## config.mk

```make
export PLATFORM = sky130hd
export DESIGN_NAME = fifo_wr_ctrl_flat
export DESIGN_NICKNAME = d
export VERILOG_FILES = /design/src/rtl/fifo_wr_ctrl_if.sv /design/src/rtl/fifo_wr_ctrl.sv /design/src/flat_wrapper.sv
export SDC_FILE = /design/constraint.sdc
export NUM_CORES = 1
export LEC_CHECK = 0
export BUFFER_PORTS_ARGS = -buffer_cell sky130_fd_sc_hd__buf_2
export CORE_ASPECT_RATIO = 1.2
export CORE_MARGIN = 2
export CORE_UTILIZATION = 53
export CTS_BUF_LIST = sky130_fd_sc_hd__clkbuf_2 sky130_fd_sc_hd__clkbuf_4 sky130_fd_sc_hd__clkbuf_8
export DETAILED_ROUTE_END_ITERATION = 16
export PLACE_DENSITY = 0.81
export SLEW_MARGIN = 10
export SYNTH_ARGS = -nofsm -noshare
export SYNTH_HDL_FRONTEND = slang
export SYNTH_SLANG_ARGS = --single-unit
```

## constraint.sdc

```tcl
create_clock -name wr_clk -period 3.78 [get_ports wr_clk]
set_input_delay 0.756 -clock wr_clk [delete_from_list [all_inputs] [get_ports wr_clk]]
set_output_delay 0.756 -clock wr_clk [all_outputs]
set_load 0.005 [all_outputs]
```

## src/rtl/fifo_wr_ctrl_if.sv

```systemverilog
// Write-port bundle of the async FIFO write controller.
// master: producer / read-domain side that drives requests and the read
// pointer. slave: the write controller itself.
// almost_full exists only when FIFO_WR_ALMOST_FULL_EN is defined.
interface fifo_wr_ctrl_if #(
  parameter int ADDR_W = 5,
  parameter int DATA_W = 8
);
  logic              wr_req;
  logic [DATA_W-1:0] wr_data;
  logic [ADDR_W:0]   rd_ptr_gray;
  logic              wr_en;
  logic [ADDR_W-1:0] wr_addr;
  logic [DATA_W-1:0] d_in;
  logic [ADDR_W:0]   wr_ptr_gray;
  logic              full;
  logic [ADDR_W:0]   wr_count;
  logic              overflow;
`ifdef FIFO_WR_ALMOST_FULL_EN
  logic              almost_full;
`endif

  modport master (
    output wr_req, wr_data, rd_ptr_gray,
    input  wr_en, wr_addr, d_in, wr_ptr_gray, full, wr_count, overflow
`ifdef FIFO_WR_ALMOST_FULL_EN
    , input almost_full
`endif
  );

  modport slave (
    input  wr_req, wr_data, rd_ptr_gray,
    output wr_en, wr_addr, d_in, wr_ptr_gray, full, wr_count, overflow
`ifdef FIFO_WR_ALMOST_FULL_EN
    , output almost_full
`endif
  );
endinterface

```

## src/rtl/fifo_wr_ctrl.sv

```systemverilog
// Write-side controller of the asynchronous FIFO (write clock domain).
// Drives the SRAM write port, keeps binary/Gray write pointers, brings the
// Gray read pointer across with a two-flop synchroniser, and reports full,
// occupancy and sticky overflow. Occupancy and full are pessimistic: the
// read pointer seen here is always stale, so space is never overstated.
// Optional: define FIFO_WR_ALMOST_FULL_EN to add almost_full (threshold
// AFULL_THRESH words, same timing as wr_count).
module fifo_wr_ctrl #(
  parameter int ADDR_W = 5,
  parameter int DATA_W = 8
`ifdef FIFO_WR_ALMOST_FULL_EN
  , parameter int AFULL_THRESH = 28
`endif
) (
  input  logic           wr_clk,
  input  logic           wr_rst,
  fifo_wr_ctrl_if.slave  bus
);

  localparam int PTR_W = ADDR_W + 1;
  typedef logic [PTR_W-1:0] ptr_t;

  function automatic ptr_t gray2bin(input ptr_t g);
    ptr_t b;
    b[PTR_W-1] = g[PTR_W-1];
    for (int i = PTR_W - 2; i >= 0; i--) begin
      b[i] = b[i+1] ^ g[i];
    end
    return b;
  endfunction

  logic wr_en;
  ptr_t wr_bin_q, wr_bin_d;
  ptr_t wr_gray_q, wr_gray_d;
  ptr_t rq1_q, rq2_q, rq2_bin, full_pat;
  ptr_t count_q, count_d;
  logic full_q, full_d;
  logic overflow_q, overflow_d;
`ifdef FIFO_WR_ALMOST_FULL_EN
  logic afull_q, afull_d;
`endif

  // Accept decision and next-state for pointers and flags.
  // NOTE: every signal is assigned on every pass of always_comb, so no
  // latch can be inferred; keep it that way when adding branches.
  always_comb begin
    wr_en      = bus.wr_req & ~full_q & ~wr_rst;
    wr_bin_d   = wr_bin_q + ptr_t'(wr_en);
    wr_gray_d  = wr_bin_d ^ (wr_bin_d >> 1);
    rq2_bin    = gray2bin(rq2_q);
    // Write Gray equals read Gray with the top two bits inverted exactly
    // when the writer is one full lap (2**ADDR_W words) ahead.
    full_pat   = {~rq2_q[PTR_W-1:PTR_W-2], rq2_q[PTR_W-3:0]};
    full_d     = (wr_gray_d == full_pat);
    count_d    = wr_bin_d - rq2_bin;
    overflow_d = overflow_q | (bus.wr_req & full_q);
`ifdef FIFO_WR_ALMOST_FULL_EN
    afull_d    = (count_d >= ptr_t'(AFULL_THRESH));
`endif
  end

  // State registers, read-pointer synchroniser, synchronous reset.
  // NOTE: non-blocking assignments here so every flop samples the
  // pre-edge values; rq2 must see the old rq1, not the new one.
  always_ff @(posedge wr_clk) begin
    if (wr_rst) begin
      wr_bin_q   <= '0;
      wr_gray_q  <= '0;
      rq1_q      <= '0;
      rq2_q      <= '0;
      full_q     <= 1'b0;
      count_q    <= '0;
      overflow_q <= 1'b0;
`ifdef FIFO_WR_ALMOST_FULL_EN
      afull_q    <= 1'b0;
`endif
    end else begin
      wr_bin_q   <= wr_bin_d;
      wr_gray_q  <= wr_gray_d;
      rq1_q      <= bus.rd_ptr_gray;
      rq2_q      <= rq1_q;
      full_q     <= full_d;
      count_q    <= count_d;
      overflow_q <= overflow_d;
`ifdef FIFO_WR_ALMOST_FULL_EN
      afull_q    <= afull_d;
`endif
    end
  end

  // SRAM write port: the word is captured on the same edge it is accepted.
  assign bus.wr_en       = wr_en;
  assign bus.wr_addr     = wr_bin_q[ADDR_W-1:0];
  assign bus.d_in        = bus.wr_data;
  assign bus.wr_ptr_gray = wr_gray_q;
  assign bus.full        = full_q;
  assign bus.wr_count    = count_q;
  assign bus.overflow    = overflow_q;
`ifdef FIFO_WR_ALMOST_FULL_EN
  assign bus.almost_full = afull_q;
`endif

endmodule

```

## src/flat_wrapper.sv

```systemverilog
// flat-port wrapper written by rule: the top's interface ports become plain ports
module fifo_wr_ctrl_flat 
#(
  parameter int ADDR_W = 5,
  parameter int DATA_W = 8

)
  (wr_clk, wr_rst, bus_wr_req, bus_wr_data, bus_rd_ptr_gray, bus_wr_en, bus_wr_addr, bus_d_in, bus_wr_ptr_gray, bus_full, bus_wr_count, bus_overflow);
  fifo_wr_ctrl_if #(.ADDR_W(ADDR_W), .DATA_W(DATA_W)) bus_i ();
  input  logic wr_clk;
  input  logic wr_rst;
  input wire logic [$bits(bus_i.wr_req)-1:0] bus_wr_req;
  input wire logic [$bits(bus_i.wr_data)-1:0] bus_wr_data;
  input wire logic [$bits(bus_i.rd_ptr_gray)-1:0] bus_rd_ptr_gray;
  output wire logic [$bits(bus_i.wr_en)-1:0] bus_wr_en;
  output wire logic [$bits(bus_i.wr_addr)-1:0] bus_wr_addr;
  output wire logic [$bits(bus_i.d_in)-1:0] bus_d_in;
  output wire logic [$bits(bus_i.wr_ptr_gray)-1:0] bus_wr_ptr_gray;
  output wire logic [$bits(bus_i.full)-1:0] bus_full;
  output wire logic [$bits(bus_i.wr_count)-1:0] bus_wr_count;
  output wire logic [$bits(bus_i.overflow)-1:0] bus_overflow;
  assign bus_i.wr_req = bus_wr_req;
  assign bus_i.wr_data = bus_wr_data;
  assign bus_i.rd_ptr_gray = bus_rd_ptr_gray;
  assign bus_wr_en = bus_i.wr_en;
  assign bus_wr_addr = bus_i.wr_addr;
  assign bus_d_in = bus_i.d_in;
  assign bus_wr_ptr_gray = bus_i.wr_ptr_gray;
  assign bus_full = bus_i.full;
  assign bus_wr_count = bus_i.wr_count;
  assign bus_overflow = bus_i.overflow;
  fifo_wr_ctrl #(.ADDR_W(ADDR_W), .DATA_W(DATA_W)) u_core (.wr_clk(wr_clk), .wr_rst(wr_rst), .bus(bus_i));
endmodule
```

Word-level counts from Yosys, hierarchy flattened:

Index checks and enable logic that the tools add are counted.

* bits of input ports: 17
* flip-flop bits (word level): 32
* word-level logic and storage cells: 23

* bitwise logic cells: 13
* add/subtract/negate cells: 2
* eq/ne operators: 1

Operators with widths (count)
* 6-bit by 1-bit adder with 6-bit output: 1
* 6-bit == test: 1
* 6-bit subtractor: 1
* 6-bit by 5-bit bitwise XOR with 6-bit output: 1
* 1-bit bitwise XOR: 5
* 1-bit AND: 3
* 1-bit NOT: 2
* 2-bit NOT: 1
* 1-bit OR: 1

Longest topological paths before layout:

* word-level depth: 6
* mapped depth: 13

Worst setup path before layout:

Ideal clock, no wire load.

* path kind: input-to-reg
* from: input wr_rst
* to: register u_core.count_q[5], in the netlist u_core.bus.wr_count[5]
* stages: 13
* slack: 0.227 ns
* buffers on the path: 2
* required time: 3.709 ns
* arrival time: 3.483 ns
* cells stage by stage: clkbuf_1 nor3b_1 ha_1 ha_1 buf_2 xnor2_1 inv_1 ha_1 a21o_1 a21o_1 a21o_1 or3_1 a21oi_1

* longest elaborated chain between the ends: 4

Ends and longest elaborated chain
* start: declaration: RTL line flat_wrapper.sv:11 `input logic wr_rst;`
* 1-bit NOT: RTL line fifo_wr_ctrl.sv:47 `wr_en = bus.wr_req & ~full_q & ~wr_rst;`
* 1-bit AND: RTL line fifo_wr_ctrl.sv:47
* named net bus_wr_en: RTL line flat_wrapper.sv:15 `output wire logic [$bits(bus_i.wr_en)-1:0] bus_wr_en;`
* 6-bit by 1-bit adder with 6-bit output: RTL line fifo_wr_ctrl.sv:48 `wr_bin_d = wr_bin_q + ptr_t'(wr_en);`
* named net u_core.wr_bin_d[2]: RTL line fifo_wr_ctrl.sv:33 `ptr_t wr_bin_q, wr_bin_d;`
* 6-bit subtractor: RTL line fifo_wr_ctrl.sv:55 `count_d = wr_bin_d - rq2_bin;`
* end signal: assignment: RTL line fifo_wr_ctrl.sv:83 `count_q <= count_d;`
* end: declaration: RTL line fifo_wr_ctrl.sv:36 `ptr_t count_q, count_d;`

The timed path passes the listed nets, and every way through them passes these cells.
A chain may end at the register's enable or synchronous reset.

Worst setup path in the final report:

* from: input bus_wr_req
* to: register u_core.count_q[5], in the netlist u_core.bus.wr_count[5]

* longest elaborated chain between the ends: 4

Ends and longest elaborated chain
* start: declaration: RTL line flat_wrapper.sv:12 `input wire logic [$bits(bus_i.wr_req)-1:0] bus_wr_req;`
* 1-bit AND (2 in a row): RTL line fifo_wr_ctrl.sv:47
* 6-bit by 1-bit adder with 6-bit output: RTL line fifo_wr_ctrl.sv:48
* named net u_core.wr_bin_d[2]: RTL line fifo_wr_ctrl.sv:33
* 6-bit subtractor: RTL line fifo_wr_ctrl.sv:55

The timed path passes the listed nets, and every way through them passes these cells.

==> metrics.txt <==
status=completed; initial DRC count=27; hold slack=444 ps; Max-Cap Viols=0; overall routing resource usage=19.0%; TNS Setup=0 ps; full die area=3410 sq um; Psw=0.180 mW; ys async rst share=0%; grt total ovfl=0; CTS Buffer Depth=2; fin crit period=3200 ps; commonest cells in the netlist=dfxtp_1 (31), nor2b_1 (15), nor2_1 (14), xnor2_1 (12); switching share of power=25.2%; Boundary Pins=45; Filler cells=246; worst setup path class=in2reg; Pint=0.532 mW; period utilization=84.6%; row count=21; synth top area cells=dfxtp_1 (40%), xnor2_1 (6.7%), nor2b_1 (6.0%), ha_1 (5.6%), xor2_1 (4.5%); final-report setup violation count=0; first-pass GRT wire length=4710 um; number of synthesized flops with an enable pin=0; Clk pwr share=31.5%; GRT met1 Usage=20.2%; wire per inst=12.9 um; htree depth=2; f_max=313 MHz; final hold violations=0; Worst path max stage delay=450 ps; Setup Fix Bufs, Post-CTS=0; Post-Syn Nets=186; gp weighted congestion=0.811; Via density=5.21; combinational share of power=18.3%; initial antenna violation count=0; clk_skew=7.41 ps; worst hold path type=reg2reg; # diodes=0; Slew headroom=63.6%; Primary FF master, synth=dfxtp_1; first-pass iteration count of the detailed router=5; GR peak layer=met2; PD cells=405 nW/um^2; Arrival @ worst endpoint=3460 ps; element type at the critical path end=flip-flop; Skew-Pair Late Insertion Delay=330 ps; grt met3 use=7.58%; final wirelength=2830 um; cts repair resizes=0; Area growth syn-to-layout=11.9%; Netlist cell types=37; CTS hold repair buffers=0; worst-path fanout max=7; top-count cell post-synth=dfxtp_1; root buffer cell=clkbuf_4; Avg Cell Area, Syn=9.75 sq um; DRC viols=0; sequential share of power=50.2%; cells after synthesis=161; clk sinks=31; core area=2810 sq um; largest net degree at the start of global routing=32; port bufs=28; Initial Util=55.8%; layout cells sized above 1=22.2%; worst ir drop on vdd=0.269 mV; CTS tree=built; CP max stage cell=xnor2_1; vias=1,140; crit path launch type=input port; #FFs+latches synth=31; synthesized cell area=1570 sq um; die width=53.7 um; cell taking the most area after synthesis=dfxtp_1; worst-path cell chain=buf_2 -> nor3b_1 -> ha_1 -> ha_1 -> xnor2_1 -> inv_1 -> ha_1 -> a21o_1 -> a21o_1 -> a21o_1 -> or3_1 -> a21oi_1; hpwl dp=2140 um; vias in the first global route=1,130; max-slew violation count=0; Chip Height=63.6 um; Antenna Nets Post-Route=0; Ys Warns=0; final instance area=1760 sq um; GR Util met2=31.9%; worst slew pin tran=543 ps; Num CTS Buffers=5; unrepaired setup endpoints after global routing=false; Synth top area share=39.6%; Nets=209; area post-placement=1680 sq um; WP data required=4040 ps; sequential area share after synthesis=39.6%; Lkg Pwr=0.861 nW; clock transition at the registers of the reported paths=90 ps
flip-flops by register name, indices dropped and copies added, names as in the netlist:
name	cells
u_core.bus.full	1
u_core.bus.overflow	1
u_core.bus.wr_count	6
u_core.bus.wr_ptr_gray	6
u_core.rq1_q	6
u_core.rq2_q	6
u_core.wr_bin_q	5
final cells by class:
type | instances | area [sq um] | area share [%]
Multi-Input combinational cell | 107 | 831 | 47.3
Inverter | 9 | 33.8 | 1.92
Sequential cell | 31 | 621 | 35.4
Tap cell | 34 | 42.5 | 2.42
Timing Repair Buffer | 30 | 155 | 8.84
Clock buffer | 8 | 72.6 | 4.13
worst max-delay path: cells and delay by family:
kind,cells,cell delay (ps)
xor gates and xnor gates,1,450
and+or+nand+nor,2,490
AOI/OAI and AO/OA,4,700
buffers and inverters,2,230
adders and majority gates,3,830
cells by family after synthesis:
kind of cell | Yosys count | synth area share [%]
fa+ha+maj | 8 | 6.86
xor+xnor | 24 | 17.2
simple gates | 48 | 16.9
buf+inv | 23 | 7.50
compound gates | 24 | 9.73
flops | 31 | 39.6
mux | 3 | 2.23
metal layers:
| layer | vias up | wire length [um] |
|---|---|---|
| li1 | 568 | - |
| met1 | 525 | 1160 |
| met2 | 40 | 1430 |
| met3 | 7 | 177 |
| met4 | 0 | 63 |
| met5 | - | 0 |
power groups by stage:
stage | clock network (mW) | registers (mW) | logic (mW)
after floorplan | 0 | 0.367 | 0.0940
after global placement | 0 | 0.364 | 0.125
after detailed placement | 0 | 0.365 | 0.129
after CTS | 0.233 | 0.358 | 0.130
after global routing | 0.247 | 0.360 | 0.145
final | 0.224 | 0.357 | 0.130
cells in the final DEF (no fill, tap or decap), drive strengths merged, types with 2 or more instances in the layout:
cell type and n:
dfxtp 31, buf 30, nor2b 15, nor2 14, xnor2 12, inv 9
a21oi 9, xor2 8, clkbuf 8, ha 7, and2 5, o21ai 3
nand2 3, a21o 3, xor3 3, and3 2, a21boi 2, mux2i 2
nand2b 2, o22ai 2, nor3 2, o21bai 2
worst paths after layout:
check | slack [ps] | from | depth (start not counted) | to
setup / recovery | 580 | bus_wr_req | 12 | u_core.bus.wr_count[5]$_SDFF_PP0_
hold / removal | 440 | u_core.rq1_q[5]$_SDFF_PP0_ | 1 | u_core.rq2_q[5]$_SDFF_PP0_
setup reg to reg | 800 | u_core.bus.full$_SDFF_PP0_ | 11 | u_core.bus.wr_count[5]$_SDFF_PP0_
hold reg to reg | 440 | u_core.rq1_q[5]$_SDFF_PP0_ | 1 | u_core.rq2_q[5]$_SDFF_PP0_
through the flow:
stage / power (mW) / utilization [%] / instances / setup WS (ps)
2_1_floorplan: 0.461 / - / 161 / 227
3_5_place_dp: 0.494 / 59.9 / 211 / 290
4_1_cts: 0.720 / 62.4 / 219 / 630
5_1_grt: 0.752 / 62.4 / 219 / 476
3_3_place_gp: 0.489 / 59.9 / 211 / 440
6_report: 0.711 / 62.4 / 219 / 581
No activity file was read; power rests on OpenSTA's default activity.
